## src/rtl/spi_cmd_dispatcher.sv

```systemverilog
// Queues completed SPI write frames and forwards them to user-area modules over req/ack.
// Define SPI_DISP_ERR_COUNT_EN to add 8-bit saturating drop/timeout counters to the status word.
module spi_cmd_dispatcher #(
    parameter int NUM_MODULES    = 7,
    parameter int DATA_WIDTH     = 32,
    parameter int FIFO_DEPTH     = 2,
    parameter int TIMEOUT_CYCLES = 255
) (
    input  logic                              i_SYSCLK,
    input  logic                              i_RST,
    input  logic [6:0]                        i_ADDR,
    input  logic [DATA_WIDTH-1:0]             i_DATA_IN,
    input  logic                              i_DIN_VALID,
    output logic [DATA_WIDTH-1:0]             o_SPI_RDATA,
    output logic [NUM_MODULES-1:0]            o_WR_REQ,
    output logic [3:0]                        o_WR_REG,
    output logic [DATA_WIDTH-1:0]             o_WR_DATA,
    input  logic [NUM_MODULES-1:0]            i_WR_ACK,
    input  logic [NUM_MODULES*DATA_WIDTH-1:0] i_RD_DATA,
    output logic                              o_BUSY,
    output logic                              o_DROP,
    output logic                              o_TIMEOUT
);
    localparam int PW = (FIFO_DEPTH > 1) ? $clog2(FIFO_DEPTH) : 1;
    localparam int CW = $clog2(FIFO_DEPTH) + 1;
    localparam int TW = $clog2(TIMEOUT_CYCLES + 1);
    localparam int EW = DATA_WIDTH + 7;
    localparam logic [3:0]             NM_C      = 4'(NUM_MODULES);
    localparam logic [CW-1:0]          DEPTH_C   = CW'(FIFO_DEPTH);
    localparam logic [TW-1:0]          TMO_C     = TW'(TIMEOUT_CYCLES);
    localparam logic [2:0]             STATUS_ID = 3'd7;
    localparam logic [NUM_MODULES-1:0] ONE_HOT_0 = NUM_MODULES'(1);

    typedef enum logic [1:0] {ST_IDLE = 2'd0, ST_REQ = 2'd1, ST_GAP = 2'd2} state_t;

    state_t                  r_state;
    state_t                  w_state_nxt;
    logic [EW-1:0]           r_fifo [FIFO_DEPTH];
    logic [PW-1:0]           r_wr_ptr;
    logic [PW-1:0]           r_rd_ptr;
    logic [CW-1:0]           r_count;
    logic [CW-1:0]           w_count_nxt;
    logic [NUM_MODULES-1:0]  r_sel;
    logic [TW-1:0]           r_tcnt;
    logic [NUM_MODULES-1:0]  r_wr_req;
    logic [NUM_MODULES-1:0]  w_req_nxt;
    logic [3:0]              r_wr_reg;
    logic [DATA_WIDTH-1:0]   r_wr_data;
    logic                    r_busy;
    logic                    w_busy_nxt;
    logic                    r_drop;
    logic                    r_timeout;
    logic                    r_drop_flag;
    logic                    r_to_flag;
    logic [DATA_WIDTH-1:0]   r_rdata;
    logic [DATA_WIDTH-1:0]   w_rdata;
    logic [DATA_WIDTH-1:0]   w_status;
    logic [1:0]              w_cnt_sat;
`ifdef SPI_DISP_ERR_COUNT_EN
    logic [7:0]              r_drop_cnt;
    logic [7:0]              r_to_cnt;
`endif

    logic [EW-1:0]           w_head;
    logic [2:0]              w_head_id;
    logic [3:0]              w_head_reg;
    logic [DATA_WIDTH-1:0]   w_head_data;
    logic                    w_pop;
    logic                    w_push;
    logic                    w_drop;
    logic                    w_start;
    logic                    w_clr;
    logic                    w_ack_hit;
    logic                    w_to_evt;

    assign w_head      = r_fifo[r_rd_ptr];
    assign w_head_id   = w_head[DATA_WIDTH+2:DATA_WIDTH];
    assign w_head_reg  = w_head[DATA_WIDTH+6:DATA_WIDTH+3];
    assign w_head_data = w_head[DATA_WIDTH-1:0];

    // A pop frees a slot in the same cycle, so a full FIFO still accepts while IDLE drains it.
    assign w_pop     = (r_state == ST_IDLE) && (r_count != '0);
    assign w_push    = i_DIN_VALID && ((r_count < DEPTH_C) || w_pop);
    assign w_drop    = i_DIN_VALID && !w_push;
    assign w_start   = w_pop && ({1'b0, w_head_id} < NM_C);
    assign w_clr     = w_pop && (w_head_id == STATUS_ID) && (w_head_reg == 4'd0) && w_head_data[0];
    assign w_ack_hit = |(i_WR_ACK & r_sel);
    assign w_to_evt  = (r_state == ST_REQ) && !w_ack_hit && (r_tcnt == TMO_C);

    // FSM state register
    always_ff @(posedge i_SYSCLK) begin
        if (i_RST) begin
            r_state <= ST_IDLE;
        end else begin
            r_state <= w_state_nxt;
        end
    end

    // FSM next-state logic
    always_comb begin
        w_state_nxt = r_state;
        case (r_state)
            ST_IDLE: begin
                if (w_start) begin
                    w_state_nxt = ST_REQ;
                end else begin
                    w_state_nxt = ST_IDLE;
                end
            end
            ST_REQ: begin
                if (w_ack_hit || w_to_evt) begin
                    w_state_nxt = ST_GAP;
                end else begin
                    w_state_nxt = ST_REQ;
                end
            end
            ST_GAP:  w_state_nxt = ST_IDLE;
            default: w_state_nxt = ST_IDLE;
        endcase
    end

    // FSM outputs, computed one cycle ahead so every port is a flop
    always_comb begin
        w_req_nxt  = '0;
        w_busy_nxt = (w_count_nxt != '0) || (w_state_nxt != ST_IDLE);
        if ((r_state == ST_REQ) && !w_ack_hit && !w_to_evt) begin
            w_req_nxt = r_sel;
        end else begin
            w_req_nxt = '0;
        end
    end

    // FIFO occupancy next value
    always_comb begin
        w_count_nxt = r_count;
        case ({w_push, w_pop})
            2'b10:   w_count_nxt = r_count + CW'(1);
            2'b01:   w_count_nxt = r_count - CW'(1);
            default: w_count_nxt = r_count;
        endcase
    end

    // Command FIFO storage and pointers
    always_ff @(posedge i_SYSCLK) begin
        if (i_RST) begin
            r_wr_ptr <= '0;
            r_rd_ptr <= '0;
            r_count  <= '0;
            for (int k = 0; k < FIFO_DEPTH; k++) begin
                r_fifo[k] <= '0;
            end
        end else begin
            if (w_push) begin
                r_fifo[r_wr_ptr] <= {i_ADDR, i_DATA_IN};
                r_wr_ptr         <= r_wr_ptr + PW'(1);
            end
            if (w_pop) begin
                r_rd_ptr <= r_rd_ptr + PW'(1);
            end
            r_count <= w_count_nxt;
        end
    end

    // Active command and ack timeout counter; reg/data persist after completion
    always_ff @(posedge i_SYSCLK) begin
        if (i_RST) begin
            r_sel     <= '0;
            r_wr_reg  <= 4'd0;
            r_wr_data <= '0;
            r_tcnt    <= '0;
        end else if (w_start) begin
            r_sel     <= ONE_HOT_0 << w_head_id;
            r_wr_reg  <= w_head_reg;
            r_wr_data <= w_head_data;
            r_tcnt    <= '0;
        end else if (r_state == ST_REQ) begin
            r_tcnt <= r_tcnt + TW'(1);
        end else begin
            r_tcnt <= r_tcnt;
        end
    end

    // Sticky error flags; a new event outranks a simultaneous clear
    always_ff @(posedge i_SYSCLK) begin
        if (i_RST) begin
            r_drop_flag <= 1'b0;
            r_to_flag   <= 1'b0;
        end else begin
            r_drop_flag <= w_drop   | (r_drop_flag & ~w_clr);
            r_to_flag   <= w_to_evt | (r_to_flag & ~w_clr);
        end
    end

`ifdef SPI_DISP_ERR_COUNT_EN
    // Saturating error counters
    always_ff @(posedge i_SYSCLK) begin
        if (i_RST) begin
            r_drop_cnt <= 8'd0;
            r_to_cnt   <= 8'd0;
        end else begin
            if (w_drop) begin
                r_drop_cnt <= w_clr ? 8'd1 : ((r_drop_cnt == 8'hFF) ? 8'hFF : r_drop_cnt + 8'd1);
            end else if (w_clr) begin
                r_drop_cnt <= 8'd0;
            end
            if (w_to_evt) begin
                r_to_cnt <= w_clr ? 8'd1 : ((r_to_cnt == 8'hFF) ? 8'hFF : r_to_cnt + 8'd1);
            end else if (w_clr) begin
                r_to_cnt <= 8'd0;
            end
        end
    end
`endif

    assign w_cnt_sat = (r_count > CW'(3)) ? 2'd3 : r_count[1:0];

    // Status word assembly
    always_comb begin
        w_status      = '0;
        w_status[0]   = r_drop_flag;
        w_status[1]   = r_to_flag;
        w_status[2]   = r_busy;
        w_status[5:4] = w_cnt_sat;
`ifdef SPI_DISP_ERR_COUNT_EN
        w_status[15:8]  = r_drop_cnt;
        w_status[23:16] = r_to_cnt;
`endif
    end

    // Read-data mux; IDs without a module return zero
    always_comb begin
        w_rdata = '0;
        if (i_ADDR[2:0] == STATUS_ID) begin
            w_rdata = w_status;
        end else begin
            for (int k = 0; k < NUM_MODULES; k++) begin
                w_rdata = w_rdata | ((i_ADDR[2:0] == 3'(k)) ? i_RD_DATA[k*DATA_WIDTH +: DATA_WIDTH]
                                                            : {DATA_WIDTH{1'b0}});
            end
        end
    end

    // Registered outputs
    always_ff @(posedge i_SYSCLK) begin
        if (i_RST) begin
            r_wr_req  <= '0;
            r_busy    <= 1'b0;
            r_drop    <= 1'b0;
            r_timeout <= 1'b0;
            r_rdata   <= '0;
        end else begin
            r_wr_req  <= w_req_nxt;
            r_busy    <= w_busy_nxt;
            r_drop    <= w_drop;
            r_timeout <= w_to_evt;
            r_rdata   <= w_rdata;
        end
    end

    assign o_WR_REQ    = r_wr_req;
    assign o_WR_REG    = r_wr_reg;
    assign o_WR_DATA   = r_wr_data;
    assign o_BUSY      = r_busy;
    assign o_DROP      = r_drop;
    assign o_TIMEOUT   = r_timeout;
    assign o_SPI_RDATA = r_rdata;

endmodule

```

## config.mk

```make
export PLATFORM = sky130hd
export DESIGN_NAME = spi_cmd_dispatcher
export DESIGN_NICKNAME = d
export VERILOG_FILES = /design/src/rtl/spi_cmd_dispatcher.sv
export SDC_FILE = /design/constraint.sdc
export NUM_CORES = 1
export LEC_CHECK = 0
export BUFFER_PORTS_ARGS = -buffer_cell sky130_fd_sc_hd__clkbuf_2
export CAP_MARGIN = 10
export CORE_ASPECT_RATIO = 1.4
export CORE_UTILIZATION = 40
export CTS_BUF_LIST = sky130_fd_sc_hd__clkbuf_16
export DETAILED_ROUTE_END_ITERATION = 8
export GPL_TIMING_DRIVEN = 0
export PLACE_DENSITY = 0.68
export SYNTH_ARGS = -nofsm -noshare
export SYNTH_HDL_FRONTEND = slang
export SYNTH_SLANG_ARGS = --single-unit
```

## constraint.sdc

```tcl
create_clock -name i_SYSCLK -period 5.14 [get_ports i_SYSCLK]
set_input_delay 1.028 -clock i_SYSCLK [delete_from_list [all_inputs] [get_ports i_SYSCLK]]
set_output_delay 1.028 -clock i_SYSCLK [all_outputs]
set_load 0.01 [all_outputs]
```

==> After elaboration in Yosys (flattened, before gate mapping) <==
Memory sizes are Yosys's and may differ from the RTL's. A register that Yosys moved wholly into a read port is not among the register bits.
Index checks and enable logic that the tools add are counted.
{ "totals": {"register_bits": 101, "ramBits": 78, "in_bits": 273, "out_inout_bits": 78, "word_cells": 101, "mem_count": 1} }
{ "memory_table": {"columns": ["memory", "depth", "width", "read_ports", "rd_ports_with_merged_regs", "wr", "line", "rtl"], "rows": [
  ["r_fifo", 2, 39, 1, 1, 2, "38", "logic [EW-1:0] r_fifo [FIFO_DEPTH];"]
]} }
{ "op_classes": {"n_addsub": 5, "n_lt_le_gt_ge": 3, "n_eq_ne": 12, "shifts": 1, "muxes": 23, "n_bitwise": 13, "reduce_logical": 27} }
{ "ops": {"columns": ["op", "n"], "rows": [
  ["32-bit 2-to-1 mux", 7],
  ["32-bit bitwise OR", 6],
  ["39-bit 2-to-1 mux", 1],
  ["39-bit OR reduction", 1],
  ["3-bit == test, second input constant", 5],
  ["1-bit logical AND", 10],
  ["1-bit 2-to-1 mux", 10],
  ["8-bit by 1-bit adder with 8-bit output, second input constant", 1],
  ["8-bit == test, second input constant", 1],
  ["2-bit case mux with 2 select lines", 2],
  ["7-bit AND", 1],
  ["7-bit OR reduction", 1],
  ["1-bit by 3-bit << shifter with 7-bit output, first input constant", 1],
  ["3-bit by 2-bit == test with 1-bit output, second input constant", 2],
  ["6-bit 2-to-1 mux", 1],
  ["2-bit nonzero test", 3],
  ["2-bit OR reduction", 3],
  ["2-bit by 1-bit == test with 1-bit output, second input constant", 2],
  ["4-bit logical NOT", 1],
  ["2-bit 2-to-1 mux", 2],
  ["3-bit by 1-bit == test with 1-bit output, second input constant", 1],
  ["1-bit logical NOT", 3],
  ["3-bit logical NOT", 1],
  ["1-bit logical OR", 3],
  ["11 further kinds", 15]
]} }

==> Depth between registers and ports, before layout <==
Gate-level depths: netlist of the first run.
{ "logic_depth": {"word_depth": 10, "mapped_depth": 9, "mapped_depth_nobuf": 7} }

==> Least setup slack after synthesis of the first run <==
No wires, ideal clock.
{ "synth_timing": {"path_type": "input to register", "from": "input i_DIN_VALID", "to": "memory r_fifo[0][0] (netlist bit), enable pin", "setup_ns": 0.444, "t_arrival_ns": 2.960, "required_ns": 4.696, "slack_ns": 1.736, "stages": 2, "path_buffers": 0, "path_cell_list": "nand2_2 > o21bai_1"} }
{ "synth_lines": {"columns": ["element", "line", "rtl"], "rows": [
  ["from (decl)", "13", "input logic i_DIN_VALID,"],
  ["to (decl)", "38", null]
]} }

==> metrics.csv, run 1 <==
stage,metric,value,unit
run_status,run_status,"complete, no violations",
layout,area_growth,30.8,%
clock_network,cts_hold_repair.buffers,0,
critical_path,start_kind,primary input,
global_route,antenna_found_initial,6,
die,die_height,179,um
clock_network,clk_pin_slew,0.07,ns
synthesis,synth-seq-cells,180,
power,p_int,2.99,mW
die,design.core.area,0.0219,mm2
drt,first_iter_violations,386,
critical_path,cp-end-kind,register,
die,num_rows,64,
die,dieWidth,128,um
hold_path,hold_path.class,register to register,
global_route,grt_overflow,0,
global_route,met3_usage,7.64,%
drt,routed_wl,32100,um
clock_network,clk_latency,0.43,ns
layout,final_area,0.0117,mm2
global_route,busiest_layer,met2,
place,place_congestion,0.934,
sta,worstMarginPinSlew,1.07,ns
power,power_density,381,mW/mm2
sta,final_hold_viol_count,0,
synthesis,synth-edff-count,78,
sta,slew_headroom,28.8,%
critical_path,crit_type,primary input to register,
layout,mostFrequentLayoutCell,clkbuf_2,
sta,fin_crit,3.08,ns
power,power,4.45,mW
synthesis,synth_cells,788,
drt,avgViaCountPerCell,5.35,
clock_network,post_cts_resized,0,
synthesis,synth_flop_cell,dfxtp_1,
global_route,grt_use_met1,31.6,%
layout,regArea,0.00438,mm2
layout,nFillCells,2011,
sta,holdWs,0.482,ns
clock_network,clock_sinks,180,
synthesis,synthArstFlopShare,0,%
global_route,grtUsageMet2,50.5,%
power,combPwrFrac,30.6,%
drt,vias,7893,
layout,layout.nets,1431,
drt,drc,0,
power,swShare,32.9,%
clock_network,cts.htree.levels,4,
drt,drtPass1Iterations,7,
synthesis,syn-num-nets,1063,
sta,fmax,0.325,GHz
global_route,grt_pass1_wl,46600,um
sta,final_max_slew_viol_count,0,
clock_network,cts_buffers,17,
layout,multi_input_area,0.00410,mm2
power,power_frac_seq,40.9,%
global_route,grt_max_degree,40,
critical_path,cp_max_fo,39,
synthesis,yosysUniqueCellTypes,63,
sta,tns,0,ns
power,irDropWorstVdd,0.244,mV
place,postPlaceCellArea,0.0111,mm2
place,hpwlAfterDp,26200,um
power,switchingPower,1.46,mW
sta,setup_viol,0,
clock_network,cts_tree,done,
layout,final_cell_mix,"351 x clkbuf_2, 102 x dfxtp_1, 85 x and2_1",
sta,rsz0062_at_grt,no,
drt,wl_per_cell,21.8,um
clock_network,max-clock-path-buffers,2,
synthesis,syn_avg_cell_area,11.3,um2
power,leakage,5.08,nW
power,pwr-share-clk,28.4,%
synthesis,syn_area,0.00893,mm2
critical_path,crit_required,5.19,ns
die,top_level_ports,351,
critical_path,cp.arrival,3.12,ns
clock_network,cts_setup_buffers,0,
sta,fin_crit_sh,59.8,%
drt,antenna_left,0,
clock_network,clockRootBuffer,clkbuf_16,
synthesis,synth-seq-area-share,49.1,%
die,die_area,0.0229,mm2
layout,layout-drive-gt1-share,44.2,%
job,cap_violations,0,
place,portBuffers,348,
global_route,track_usage,28.2,%
layout,postLayoutCoreUtil,53.4,%
sta,skew,0.0130,ns
die,start_util,40.8,%
synthesis,yosys_warnings,0,
global_route,first_global_vias,7965,
## area by class of cell
| cell class | instances | share of cell area [%] |
|---|---|---|
| Inverter | 6 | 0.193 |
| Antenna cell | 9 | 0.193 |
| Timing Repair Buffer | 349 | 15.2 |
| Buffer | 66 | 3.69 |
| Clock buffer | 17 | 3.64 |
| Tap cell | 297 | 3.18 |
| Clock inverter | 15 | 1.26 |
| Multi-Input combinational cell | 536 | 35.1 |
| Sequential cell | 180 | 37.5 |
## worst paths after layout
kind	cells past startpoint	end	slack, ns	from
hold / removal	2	r_to_flag	0.48	r_to_flag
hold reg to reg	2	r_to_flag	0.48	r_to_flag
setup reg to reg	5	r_fifo[1][9]	2.19	r_state[0]
setup / recovery	5	r_fifo[1][9]	2.06	i_DIN_VALID
## flip-flops by register name, summed over array words and instances (netlist names), 2 cells and up, named ones only
| register | cells |
|---|---|
| r_state | 2 |
| r_tcnt | 8 |
| r_sel | 7 |
| r_count | 2 |
| o_SPI_RDATA | 32 |
| r_fifo | 78 |
| o_WR_DATA | 32 |
| o_WR_REQ | 7 |
| o_WR_REG | 4 |
## cell families (layout without fill, tap and decap cells)
| kind of cell | after synthesis | count (layout) | share of synthesized area, % |
|---|---|---|---|
| buffers and inverters | 72 | 453 | 5.07 |
| multiplexers | 104 | 104 | 13.5 |
| adder cells (fa/ha/maj) | 2 | 2 | 0.280 |
| other | 0 | 9 | 0 |
| flip-flops | 180 | 180 | 49.1 |
| AND/OR/NAND/NOR | 229 | 229 | 14.4 |
| AO/OA/AOI/OAI | 189 | 189 | 16.4 |
| XOR/XNOR | 12 | 12 | 1.18 |
## cells in the mapped netlist (5+ instances only)
| cell | number | area [um2] |
|---|---|---|
| buf_4 | 15 | 113 |
| mux4_2 | 10 | 225 |
| a211oi_1 | 18 | 135 |
| nand3_1 | 14 | 70.1 |
| edfxtp_1 | 78 | 2340 |
| nor3_2 | 8 | 80.1 |
| a22oi_1 | 16 | 120 |
| a211oi_2 | 30 | 375 |
| buf_2 | 17 | 85.1 |
| nor2_1 | 56 | 210 |
| o22ai_1 | 7 | 43.8 |
| a22o_1 | 6 | 52.6 |
| nand2b_1 | 8 | 50.1 |
| dfxtp_1 | 102 | 2040 |
| nor2b_1 | 8 | 50.1 |
| a21o_1 | 5 | 37.5 |
| inv_1 | 6 | 22.5 |
| nor3_1 | 5 | 25.0 |
| buf_6 | 12 | 135 |
| mux2i_1 | 63 | 631 |
| nand2_1 | 16 | 60.1 |
| clkbuf_1 | 14 | 52.6 |
| xor2_1 | 8 | 70.1 |
| a21oi_1 | 60 | 300 |
| mux2_2 | 30 | 338 |
| o21ai_0 | 6 | 30.0 |
| and2_1 | 85 | 532 |
| a221oi_1 | 7 | 61.3 |
| o221ai_1 | 5 | 43.8 |
## critical path, stage by stage
cell and delay (ns):
clkbuf_2 0.09, nand2_2 0.11, nor3b_1 0.50, clkbuf_1 0.44
or2_2 0.90
## power groups by stage
stage          clock (mW)  sequential (mW)  combinational [mW]
3_3_place_gp            0             1.85                1.34
5_1_grt              1.35             1.84                1.48
3_5_place_dp            0             1.85                1.37
4_1_cts              1.29             1.82                1.37
6_report             1.27             1.82                1.36
2_1_floorplan           0             1.88               0.859
## routing by layer
metal	share of wire, %	vias to the layer above	routed length, um
met4	2.4	6	770
met5	0.12	-	39
li1	-	3667	-
met1	37	3788	12000
met3	8.5	51	2740
met2	52	381	16600
## per-stage QoR
stage / std cells / setup WS (ns)
floorplan: 788 / 1.74
global placement: 1433 / 0.341
detailed placement: 1434 / 1.56
CTS: 1466 / 2.01
global route: 1467 / 1.82
finish: 1475 / 2.06
Note: power is estimated with default switching activity, not from simulation.
==> inputs of run 2 (changes only) <==
ABC_AREA = 1   (was default)
clock period = 3 ns   (was 5.14 ns; I/O delays follow)
==> run 2 against run 1 <==
Effect of this change:
- die area decreased by 0.53%
- first-iteration DRC count grew 25%
- critical path depth increased by 4
- count of clock-buffer cells in the layout unchanged
- design area shrank 0.28%
- area after synthesis fell by 0.53%
- sequential share of layout area up 0.10 points
- clock power grew 76%
- worst hold slack worse by 0.022 ns
- setup slack worse by 1.3 ns
- sequential power rose by 71%
- sequential cell count unchanged
- critical endpoint is now r_fifo[0][34]
- highest routed layer unchanged
==> metrics.csv, run 2 <==
stage,metric,value,unit
synthesis,synth-seq-cells,180,
drt,drtPass1Iterations,5,
layout,final_area,0.0116,mm2
sta,setup_viol,0,
critical_path,cp_max_fo,22,
drt,wl_per_cell,16.6,um
synthesis,synth_flop_cell,dfxtp_1,
critical_path,crit_type,register to register,
die,dieWidth,128,um
synthesis,syn-num-nets,1476,
clock_network,clock_sinks,180,
synthesis,synth-edff-count,78,
critical_path,cp.arrival,2.43,ns
hold_path,whs_endpoint,o_WR_REQ[5],
sta,worstMarginPinSlew,0.800,ns
sta,skew,0.00944,ns
drt,wl_met2,15500,um
critical_path,r2r_setup_slack,0.75,ns
critical_path,worst_path_most_repeated_cell,nand2_1,
critical_path,crit_required,3.18,ns
synthesis,yosysUniqueCellTypes,28,
sta,worst_slack,0.750,ns
critical_path,rr_worst_depth,9,
critical_path,start_kind,register,
clock_network,clk_pin_slew,0.07,ns
sta,final_hold_viol_count,0,
sta,slew_headroom,46.7,%
layout,final_cell_mix,"347 x clkbuf_2, 284 x nand2_1, 279 x nor2_1",
place,hpwlAfterDp,25600,um
critical_path,timing.rr.start,r_state[1],
place,dpl_worst_slack,0.314,ns
die,design.core.area,0.0218,mm2
clock_network,cts_hold_repair.buffers,0,
synthesis,syn_avg_cell_area,7.40,um2
drt,antenna_left,0,
place,portBuffers,347,
drt,first_iter_violations,481,
die,die_area,0.0228,mm2
global_route,grt_max_degree,23,
layout,layout-drive-gt1-share,28.4,%
sta,tns,0,ns
critical_path,cp-end-kind,register,
power,leakage,6.06,nW
clock_network,cts.htree.levels,4,
drt,drc,0,
hold_path,hold_path.class,register to register,
synthesis,yosys_warnings,0,
clock_network,cts_buffers,17,
hold_path,worstHoldStart,r_sel[5],
run_status,run_status,"complete, no violations",
critical_path,crit_chain,"inv_1, nand2_1, nand2_1, nand2_1, nor2_1, nand2_1, buf_2, nand2_2, buf_16",
synthesis,synth_cells,1201,
drt,avgViaCountPerCell,4.79,
power,irDropWorstVdd,0.455,mV
synthesis,synth_area_leaders,"edfxtp_1 26%, dfxtp_1 23%, nand2_1 12%",
place,place_congestion,0.921,
global_route,grt_pass1_wl,47000,um
drt,vias,9018,
global_route,grt_overflow,0,
critical_path,slowest_delay,0.39,ns
sta,rsz0062_at_grt,no,
drt,top_layer_used,met5,
layout,layout.nets,1844,
die,num_rows,64,
synthesis,synth-seq-area-share,49.4,%
clock_network,clockRootBuffer,clkbuf_16,
sta,fin_crit,2.25,ns
power,power_density,700,mW/mm2
layout,area_growth,31.1,%
place,postPlaceCellArea,0.0111,mm2
critical_path,timing.rr.end,r_fifo[0][34],
drt,routed_wl,31300,um
clock_network,cts_setup_buffers,0,
hold_path,holdPathStages,2,
synthesis,synth.top_cells.by_count,"286 x nand2_1, 279 x nor2_1, 156 x inv_1, 102 x dfxtp_1, 78 x edfxtp_1",
die,top_level_ports,351,
global_route,antenna_found_initial,5,
layout,top_register,r_fifo,
sta,fmax,0.444,GHz
layout,mostFrequentLayoutCell,clkbuf_2,
synthesis,synth_most_common_cell,nand2_1,
place,dpl.cell_count,1847,
synthesis,synth_top_area_cell,edfxtp_1,
clock_network,clk_latency,0.44,ns
clock_network,max-clock-path-buffers,2,
die,die_height,178,um
critical_path,crit_path_top_delay_cell,nand2_2,
clock_network,post_cts_resized,0,
synthesis,syn_area,0.00888,mm2
job,cap_violations,0,
layout,largest_reg_flops,78,
clock_network,cts_tree,done,
layout,fin_cells,1883,
synthesis,yosys.area.top_type_share,26.4,%
drt,met1_length,11700,um
drt,wl_met3,2650,um
die,start_util,40.8,%
synthesis,synthArstFlopShare,0,%
sta,fin_crit_sh,75.0,%
sta,final_max_slew_viol_count,0,
global_route,first_global_vias,8823,
global_route,track_usage,28.1,%
run 2: cell families after synthesis:
family	share of synthesized area, %
compound gates	6.14
simple gates	29.9
fa+ha+maj	0.282
xor+xnor	0.394
buf+inv	10.4
flops	49.4
mux	3.49
run 2: power breakdown:
group	internal [mW]	switching [mW]	total, mW	leakage, nW
combinational	1.07	1.74	2.81	4.14
clock	1.23	0.999	2.23	0.269
sequential	2.94	0.169	3.11	1.66
run 2: cell type report:
class	count	area, um2
clock inverter	15	159
timing repair buffer	349	1790
clock buffer	17	425
tap	297	372
antenna	4	10.0
fill	2207	10100
inverter	166	623
multi-input combinational	801	3580
sequential	180	4380
buffer	54	304
run 2: layer usage:
layer  track usage, %  up-vias
met4             14.9        4
met2             50.1      421
met5                0        -
li1                 -     4485
met3             7.29       85
met1             30.5     4023
run 2: metrics by stage:
stage	utilization (%)	hold WS, ns	total power [mW]
after detailed placement	50.7	0.449	5.98
after global routing	53.4	0.471	8.70
after CTS	53.4	0.456	8.22
final	53.5	0.459	8.15
after global placement	50.5	0.446	5.91
after floorplan	-	0.425	5.03
run 2: worst max-delay path by stage:
stage,startpoint,depth (start not counted),slack (ns),to
finish,r_state[1],9,0.75,r_fifo[0][34]
detailed placement,i_RST,6,0.31,r_fifo[0][9]
CTS,r_state[1],9,0.76,r_fifo[0][34]
floorplan,i_RST,5,0.42,r_fifo[0][0]
global placement,i_RST,5,-0.48,r_fifo[0][9]
global route,r_state[1],9,0.60,r_fifo[0][32]
run 2: critical path, delay by kind of cell (launching register included):
| kind | cells | cell delay, ns |
|---|---|---|
| and+or+nand+nor | 6 | 0.95 |
| DFF | 1 | 0.35 |
| buffers and inverters | 3 | 0.67 |
==> inputs of run 3 (changes only) <==
clock period = 2.13 ns   (was 3 ns; I/O delays follow)
==> run 3 against run 2 <==
Effect of this change:
- fmax increased by 17%
- combinational power grew 41%
- sequential share of layout area shrank 0.089 points
- via count fell by 0.32%
- first-iteration DRC count is 4.6% higher
- critical path depth unchanged
- cell count increased by 0.11%
- design area increased by 0.24%
- critical endpoint unchanged
==> metrics.csv, run 3 (same netlist as run 2, synthesis figures left out) <==
stage,metric,value,unit
critical_path,r2r_setup_slack,0.21,ns
clock_network,clk_latency,0.44,ns
sta,fin_crit,1.92,ns
place,portBuffers,347,
sta,fin_crit_sh,90.3,%
drt,drc,0,
sta,final_hold_viol_count,0,
layout,final_cell_mix,"348 x clkbuf_2, 284 x nand2_1, 279 x nor2_1",
die,die_area,0.0228,mm2
job,cap_violations,0,
sta,slew_headroom,48.0,%
layout,mostFrequentLayoutCell,clkbuf_2,
critical_path,start_kind,register,
global_route,antenna_found_initial,5,
drt,routed_wl,31300,um
power,leakage,6.07,nW
global_route,grt_max_degree,23,
critical_path,cp-startpoint,r_state[1],
drt,avgViaCountPerCell,4.77,
drt,vias,8989,
layout,top_register,r_fifo,
clock_network,clockRootBuffer,clkbuf_16,
critical_path,cp.arrival,2.06,ns
clock_network,cts_tree,done,
die,top_level_ports,351,
layout,nFillCells,2201,
die,dieWidth,128,um
critical_path,crit_type,register to register,
critical_path,rr_worst_depth,9,
clock_network,max-clock-path-buffers,2,
clock_network,cts_setup_buffers,0,
clock_network,clk_pin_slew,0.07,ns
place,place_congestion,0.921,
place,hpwlAfterDp,25600,um
global_route,track_usage,28.1,%
layout,layout.nets,1844,
clock_network,clock_sinks,180,
sta,skew,0.0105,ns
die,design.core.area,0.0218,mm2
drt,antenna_left,0,
global_route,grt_pass1_wl,47000,um
die,start_util,40.8,%
critical_path,cp_max_fo,22,
drt,drtPass1Iterations,5,
sta,worstMarginPinSlew,0.781,ns
drt,first_iter_violations,503,
die,num_rows,64,
clock_network,post_cts_resized,1,
critical_path,crit_required,2.27,ns
layout,area_growth,31.4,%
clock_network,cts_buffers,17,
critical_path,cp-end-kind,register,
run_status,run_status,"complete, no violations",
sta,fmax,0.520,GHz
sta,setup_viol,0,
power,irDropWorstVdd,0.644,mV
sta,holdWs,0.296,ns
power,power_density,985,mW/mm2
sta,rsz0062_at_grt,no,
layout,largest_reg_flops,78,
layout,layout-drive-gt1-share,28.4,%
critical_path,timing.rr.start,r_state[1],
global_route,grt_overflow,0,
drt,wl_per_cell,16.6,um
critical_path,cp-endpoint,r_fifo[0][34],
hold_path,hold_path.class,primary input to register,
clock_network,cts_hold_repair.buffers,0,
power,power,11.5,mW
critical_path,timing.rr.end,r_fifo[0][34],
global_route,first_global_vias,8824,
clock_network,cts.htree.levels,4,
sta,final_max_slew_viol_count,0,
die,die_height,178,um
-- run 3: final cells by class --
type,instances,area [um2],share of cell area (%)
Tap cell,297,372,3.18
Antenna cell,6,15.0,0.129
Sequential cell,180,4380,37.6
Buffer,54,308,2.64
Clock buffer,17,425,3.64
Timing Repair Buffer,349,1790,15.4
Multi-Input combinational cell,801,3590,30.8
Inverter,166,623,5.34
Clock inverter,15,159,1.36
-- run 3: worst max-delay path: stages (launching register included) --
cell	delay, ns
dfxtp_1	0.32
inv_1	0.07
nand2_1	0.11
nand2_1	0.12
nand2_1	0.11
nor2_1	0.10
nand2_1	0.12
clkbuf_4	0.26
nand2_8	0.20
buf_16	0.20
-- run 3: how the worst min path moves through the flow --
stage | to | slack [ns] | depth (start not counted) | start
floorplan | o_WR_REQ[0] | 0.43 | 2 | r_sel[0]
global placement | o_WR_REQ[5] | 0.45 | 2 | r_sel[5]
detailed placement | o_WR_REQ[5] | 0.45 | 2 | r_sel[5]
CTS | r_state[0] | 0.28 | 2 | i_RST
global route | r_count[0] | 0.30 | 2 | i_RST
finish | r_state[0] | 0.30 | 2 | i_RST
-- run 3: power breakdown --
| part | leakage [nW] | switching (mW) | internal, mW |
|---|---|---|---|
| clock network | 0.269 | 1.41 | 1.74 |
| registers | 1.66 | 0.240 | 4.14 |
| logic | 4.14 | 2.46 | 1.51 |
| total | 6.07 | 4.11 | 7.39 |
-- run 3: layer usage --
layer	vias up	wire length [um]	global-route usage, %
li1	4494	-	-
met2	410	15500	50.1
met5	-	22	0
met3	83	2580	7.29
met4	4	1390	14.9
met1	3998	11800	30.5
-- run 3: through the flow --
| stage | utilization (%) | worst slack (ns) | instance area (um2) | setup TNS (ns) | instances |
|---|---|---|---|---|---|
| 2_1_floorplan | - | -0.276 | 8880 | -21.55 | 1201 |
| 3_3_place_gp | 50.5 | -1.18 | 11000 | -91.46 | 1845 |
| 3_5_place_dp | 50.7 | -0.382 | 11100 | -22.57 | 1847 |
| 4_1_cts | 53.4 | 0.0383 | 11600 | 0 | 1879 |
| 5_1_grt | 53.5 | 0.0712 | 11700 | 0 | 1880 |
| 6_report | 53.6 | 0.208 | 11700 | 0 | 1885 |
